## config.mk

```make
export PLATFORM = sky130hd
export DESIGN_NAME = inst_fetch_queue
export DESIGN_NICKNAME = d
export VERILOG_FILES = /design/src/rtl/inst_fetch_queue.sv
export SDC_FILE = /design/constraint.sdc
export NUM_CORES = 1
export LEC_CHECK = 0
export BUFFER_PORTS_ARGS = -buffer_cell sky130_fd_sc_hd__buf_2
export CAP_MARGIN = 20
export CORE_MARGIN = 8
export CORE_UTILIZATION = 30
export CTS_CLUSTER_SIZE = 28
export DETAILED_ROUTE_END_ITERATION = 16
export PLACE_DENSITY_LB_ADDON = 0.25
export SKIP_CTS_REPAIR_TIMING = 1
export SLEW_MARGIN = 30
export SYNTH_ARGS = -nofsm -noshare
export SYNTH_HDL_FRONTEND = slang
export SYNTH_SLANG_ARGS = --single-unit
```

## constraint.sdc

```tcl
create_clock -name clk -period 9.5 [get_ports clk]
set_input_delay 0.475 -clock clk [delete_from_list [all_inputs] [get_ports clk]]
set_output_delay 0.475 -clock clk [all_outputs]
set_load 0.1 [all_outputs]
```

## src/rtl/inst_fetch_queue.sv

```systemverilog
// Two-in / two-out circular instruction buffer between fetch and pre-decode.
// A flush empties the queue; the storage array itself is never reset.
`ifndef INST_WIDTH
`define INST_WIDTH 32
`endif

module inst_fetch_queue #(
  parameter int DEPTH  = 8,
  parameter int PTR_W  = $clog2(DEPTH),
  parameter int INST_W = `INST_WIDTH,
  parameter int PC_W   = 32
) (
  input  logic              clk,
  input  logic              rst_n,
  input  logic              flush,
  input  logic [1:0]        enq_valid,
  input  logic [INST_W-1:0] enq_inst_0,
  input  logic [INST_W-1:0] enq_inst_1,
  input  logic [PC_W-1:0]   enq_pc_0,
  input  logic [PC_W-1:0]   enq_pc_1,
  output logic              enq_ready,
  input  logic              deq_ready,
  output logic [INST_W-1:0] out_inst_0,
  output logic [INST_W-1:0] out_inst_1,
  output logic [PC_W-1:0]   out_pc_0,
  output logic [PC_W-1:0]   out_pc_1,
  output logic [1:0]        out_inst_valid,
  output logic [PTR_W:0]    count
);

  localparam logic [PTR_W:0] DEPTH_V = (PTR_W+1)'(DEPTH);

  logic [INST_W-1:0] inst_mem_q [DEPTH];
  logic [PC_W-1:0]   pc_mem_q   [DEPTH];

  logic [PTR_W:0]   head_q, head_d, tail_q, tail_d, count_q, count_d;
  logic [PTR_W-1:0] head_idx_s, head1_idx_s, tail_idx_s, tail1_idx_s;
  logic [1:0]       enq_n_s, deq_n_s;
  logic             enq_fire_s, v0_s, v1_s;
  logic [INST_W-1:0] wr0_inst_s;
  logic [PC_W-1:0]   wr0_pc_s;

  assign head_idx_s  = head_q[PTR_W-1:0];
  assign head1_idx_s = head_idx_s + PTR_W'(1);
  assign tail_idx_s  = tail_q[PTR_W-1:0];
  assign tail1_idx_s = tail_idx_s + PTR_W'(1);

  // Handshake, enqueue count and slot compaction; flush blocks both directions.
  always_comb begin
    enq_fire_s = ((DEPTH_V - count_q) >= (PTR_W+1)'(2)) && !flush;
    v0_s       = deq_ready && !flush && (count_q >= (PTR_W+1)'(1));
    v1_s       = deq_ready && !flush && (count_q >= (PTR_W+1)'(2));
    deq_n_s    = {1'b0, v0_s} + {1'b0, v1_s};
    case (enq_valid)
      2'b00:   enq_n_s = 2'd0;
      2'b01:   enq_n_s = 2'd1;
      2'b10:   enq_n_s = 2'd1;
      2'b11:   enq_n_s = 2'd2;
      default: enq_n_s = 2'd0;
    endcase
    if (enq_valid == 2'b10) begin
      wr0_inst_s = enq_inst_1;
      wr0_pc_s   = enq_pc_1;
    end else begin
      wr0_inst_s = enq_inst_0;
      wr0_pc_s   = enq_pc_0;
    end
  end

  // Pointer and occupancy update; flush restarts the queue at index zero.
  always_comb begin
    head_d  = head_q;
    tail_d  = tail_q;
    count_d = count_q;
    if (flush) begin
      head_d  = '0;
      tail_d  = '0;
      count_d = '0;
    end else begin
      head_d  = head_q + (PTR_W+1)'(deq_n_s);
      if (enq_fire_s) begin
        tail_d  = tail_q + (PTR_W+1)'(enq_n_s);
        count_d = count_q + (PTR_W+1)'(enq_n_s) - (PTR_W+1)'(deq_n_s);
      end else begin
        tail_d  = tail_q;
        count_d = count_q - (PTR_W+1)'(deq_n_s);
      end
    end
  end

  // Control state with asynchronous reset.
  always_ff @(posedge clk or negedge rst_n) begin
    if (!rst_n) begin
      head_q  <= '0;
      tail_q  <= '0;
      count_q <= '0;
    end else begin
      head_q  <= head_d;
      tail_q  <= tail_d;
      count_q <= count_d;
    end
  end

  // Storage write; slot1 goes to tail+1 only for a full two-wide batch.
  always_ff @(posedge clk) begin
    if (enq_fire_s && (enq_n_s != 2'd0)) begin
      inst_mem_q[tail_idx_s] <= wr0_inst_s;
      pc_mem_q[tail_idx_s]   <= wr0_pc_s;
    end
    if (enq_fire_s && (enq_valid == 2'b11)) begin
      inst_mem_q[tail1_idx_s] <= enq_inst_1;
      pc_mem_q[tail1_idx_s]   <= enq_pc_1;
    end
  end

  // Presented slots read zero whenever they are not valid.
  always_comb begin
    enq_ready      = enq_fire_s;
    out_inst_valid = {v1_s, v0_s};
    count          = count_q;
    if (v0_s) begin
      out_inst_0 = inst_mem_q[head_idx_s];
      out_pc_0   = pc_mem_q[head_idx_s];
    end else begin
      out_inst_0 = '0;
      out_pc_0   = '0;
    end
    if (v1_s) begin
      out_inst_1 = inst_mem_q[head1_idx_s];
      out_pc_1   = pc_mem_q[head1_idx_s];
    end else begin
      out_inst_1 = '0;
      out_pc_1   = '0;
    end
  end

  inst_fetch_queue_chk #(.DEPTH(DEPTH), .PTR_W(PTR_W)) u_chk (
    .clk       (clk),
    .rst_n     (rst_n),
    .head      (head_q),
    .tail      (tail_q),
    .cnt       (count_q),
    .out_valid (out_inst_valid)
  );

endmodule

// Structural invariants of the queue pointers and presented slots.
module inst_fetch_queue_chk #(
  parameter int DEPTH = 8,
  parameter int PTR_W = 3
) (
  input logic           clk,
  input logic           rst_n,
  input logic [PTR_W:0] head,
  input logic [PTR_W:0] tail,
  input logic [PTR_W:0] cnt,
  input logic [1:0]     out_valid
);
  a_count_ptr: assert property (@(posedge clk) disable iff (!rst_n)
    cnt == (tail - head));
  a_count_max: assert property (@(posedge clk) disable iff (!rst_n)
    cnt <= (PTR_W+1)'(DEPTH));
  a_valid_order: assert property (@(posedge clk) disable iff (!rst_n)
    out_valid[1] |-> out_valid[0]);
endmodule

```

==> out/metrics.yaml <==
fmax_mhz: 198
cp.arrival_ns: 4.56
synth_area_per_cell_um2: 16.1
synth_edf_count: 512
period_share_pct: 53.0
power_mw: 9.91
wire_per_inst_um: 29.4
syn_to_final_growth_pct: 15.2
layout.nets: 2335
rrSetupSlack_ns: 5.20
ctsHtreeMaxLevel: 3
yosysWarnings: 0
synth_most_common_cell: "mux2_2"
outcome: "finished, final reports clean"
synth_top_cell_by_area: "edfxtp_1"
cts_buffer_depth: 3
rsz0062_at_grt: "no"
first_global_vias: 21300
crit_type: "reg2out"
core_area_mm2: 0.104
drive_above_1_share_pct: 55.6
cts_tree: "yes"
num_rows: 118
synth_seq_cells: 522
slew_headroom_pct: 32.5
synth_area_leaders: "edfxtp_1 49%, mux2_2 20%, mux4_2 18%"
firstDrtPassIters: 5
routabilityCongestion: 0.743
finish.utilization_pct: 34.9
yosysSeqAreaShare_pct: 49.8
drc: 0
grtUsageTotal_pct: 17.8
crit_path_end_kind: "primary output"
path_clk_slew_ns: 0.06
path_max_fanout: 54
drtIter0Drc: 1554
cp_cell_sequence: "ha_4, buf_4, mux4_2, nand2_1, a21oi_1, buf_2"
min_path_type: "in2reg"
whs_ns: 0.239
clock-sinks: 522
cts_buffers: 66
synthArstFlopShare_pct: 1.92
die_w_um: 340
cts_root_buf: "clkbuf_16"
grt_max_degree: 78
num_vias: 19600
min_period_ns: 5.04
maxCapViolations: 0
start_util_pct: 30.3
synthDominantCellAreaShare_pct: 49.0
drt-total-wl_um: 106000
synthesis.nets: 2112
worstPathRequired_ns: 9.03
overflow: 0
io-pin-count: 269
clkLatencyLatePin_ns: 0.61
synthFlopType: "edfxtp_1"
crit_slowest_cell: "dfrtp_4"
cp-start-kind: "flip-flop"
p_per_area_mw_per_mm2: 274
p_leak_nw: 11.8
finalSetupViolCount: 0
tns_ns: 0
synthesis.area_mm2: 0.0314
vias_per_cell: 5.44
vdd_ir_drop_max_mv: 0.174
cp_slowest_stage_delay_ns: 0.97
syn-instance-count: 1953
grt_pass1_wl_um: 153000
dp_hpwl_um: 62100
fp.dieH_um: 340
synth_commonest_cells: "556 x mux2_2, 512 x edfxtp_1, 256 x mux4_2"
io_buffer_count: 268
worstMarginPinSlew_ns: 1.01
clock_skew_ns: 0.0212
fillers: 10100
dieArea_mm2: 0.115
hold_violations: 0
postRouteAntennaNets: 0
synth.distinct_cells: 41
slew_viol_final: 0
antenna_found_initial: 18
-- through the flow --
stage	setup slack (ns)	instances	cell area, µm²
floorplan	3.37	1953	31400
global placement	4.99	3485	34100
detailed placement	5.01	3487	34100
CTS	4.32	3599	36100
global route	4.23	3600	36200
finish	4.46	3605	36200
-- registers in the layout (all words and copies together), names as in the netlist --
| name | count |
|---|---|
| head_q | 3 |
| count | 4 |
| tail_q | 3 |
| pc_mem_q | 256 |
| inst_mem_q | 256 |
-- logic make-up after synthesis --
group	share of synthesized area [%]
buffers and inverters	3.16
and+or+nand+nor	3.14
xor gates and xnor gates	0.223
AOI/OAI and AO/OA	1.47
adders and majority gates	1.12
muxes	41.1
DFF	49.8
-- path summary, 6_finish.rpt --
| check | end | cells past startpoint | from |
|---|---|---|---|
| min in group asynchronous | count[1]$_DFF_PN0_ | 2 | rst_n |
| setup reg to reg | inst_mem_q[2][22]$_DFFE_PP_ | 9 | count[1]$_DFF_PN0_ |
| max in group asynchronous | head_q[0]$_DFF_PN0_ | 2 | rst_n |
| hold / removal | count[1]$_DFF_PN0_ | 2 | flush |
| hold reg to reg | tail_q[2]$_DFFE_PN0P_ | 2 | tail_q[2]$_DFFE_PN0P_ |
| setup / recovery | out_pc_1[31] | 6 | head_q[1]$_DFF_PN0_ |
-- final cells by class --
| class | instances | area [µm²] | area share [%] |
|---|---|---|---|
| flip-flops and latches | 522 | 15600 | 43.2 |
| multi-input cells | 1254 | 15000 | 41.3 |
| clock buffers | 82 | 1780 | 4.91 |
| repair buffers | 313 | 1760 | 4.88 |
| well taps | 1380 | 1730 | 4.77 |
| clock inverters | 30 | 226 | 0.626 |
| inverters | 19 | 71.3 | 0.197 |
| diodes | 5 | 12.5 | 0.0346 |
-- critical path: cells and delay by family, from the launching register on --
kind	cells	cell delay, ns
mux	1	0.35
compound gates	1	0.41
fa+ha+maj	1	0.71
simple gates	1	0.07
flops	1	0.97
buf+inv	2	1.36
-- metal layers --
| metal | global-route usage (%) | up-vias | share of wire, % |
|---|---|---|---|
| met3 | 3.38 | 164 | 5.7 |
| met1 | 22.0 | 10400 | 41 |
| li1 | - | 8330 | - |
| met5 | 0 | - | 0.088 |
| met4 | 4.98 | 14 | 2.5 |
| met2 | 31.7 | 680 | 51 |
-- placed cells by master, fill, tap and decap left out, types with 13 or more instances in the layout --
cell type  count
nor2_1        73
clkbuf_16     69
mux4_2       256
a21oi_1       66
ha_1          18
nand2_1      130
mux2i_1       67
inv_1         19
buf_4         33
buf_2        268
mux2_1        20
edfxtp_1     512
clkinv_1      13
mux2_2       556
clkbuf_1      13
-- report_power, final --
part	switching, mW	total [mW]	internal (mW)
logic	2.77	4.39	1.62
registers	0.196	3.12	2.93
clock network	1.00	2.40	1.40
Note: power is estimated with default switching activity, not from simulation.
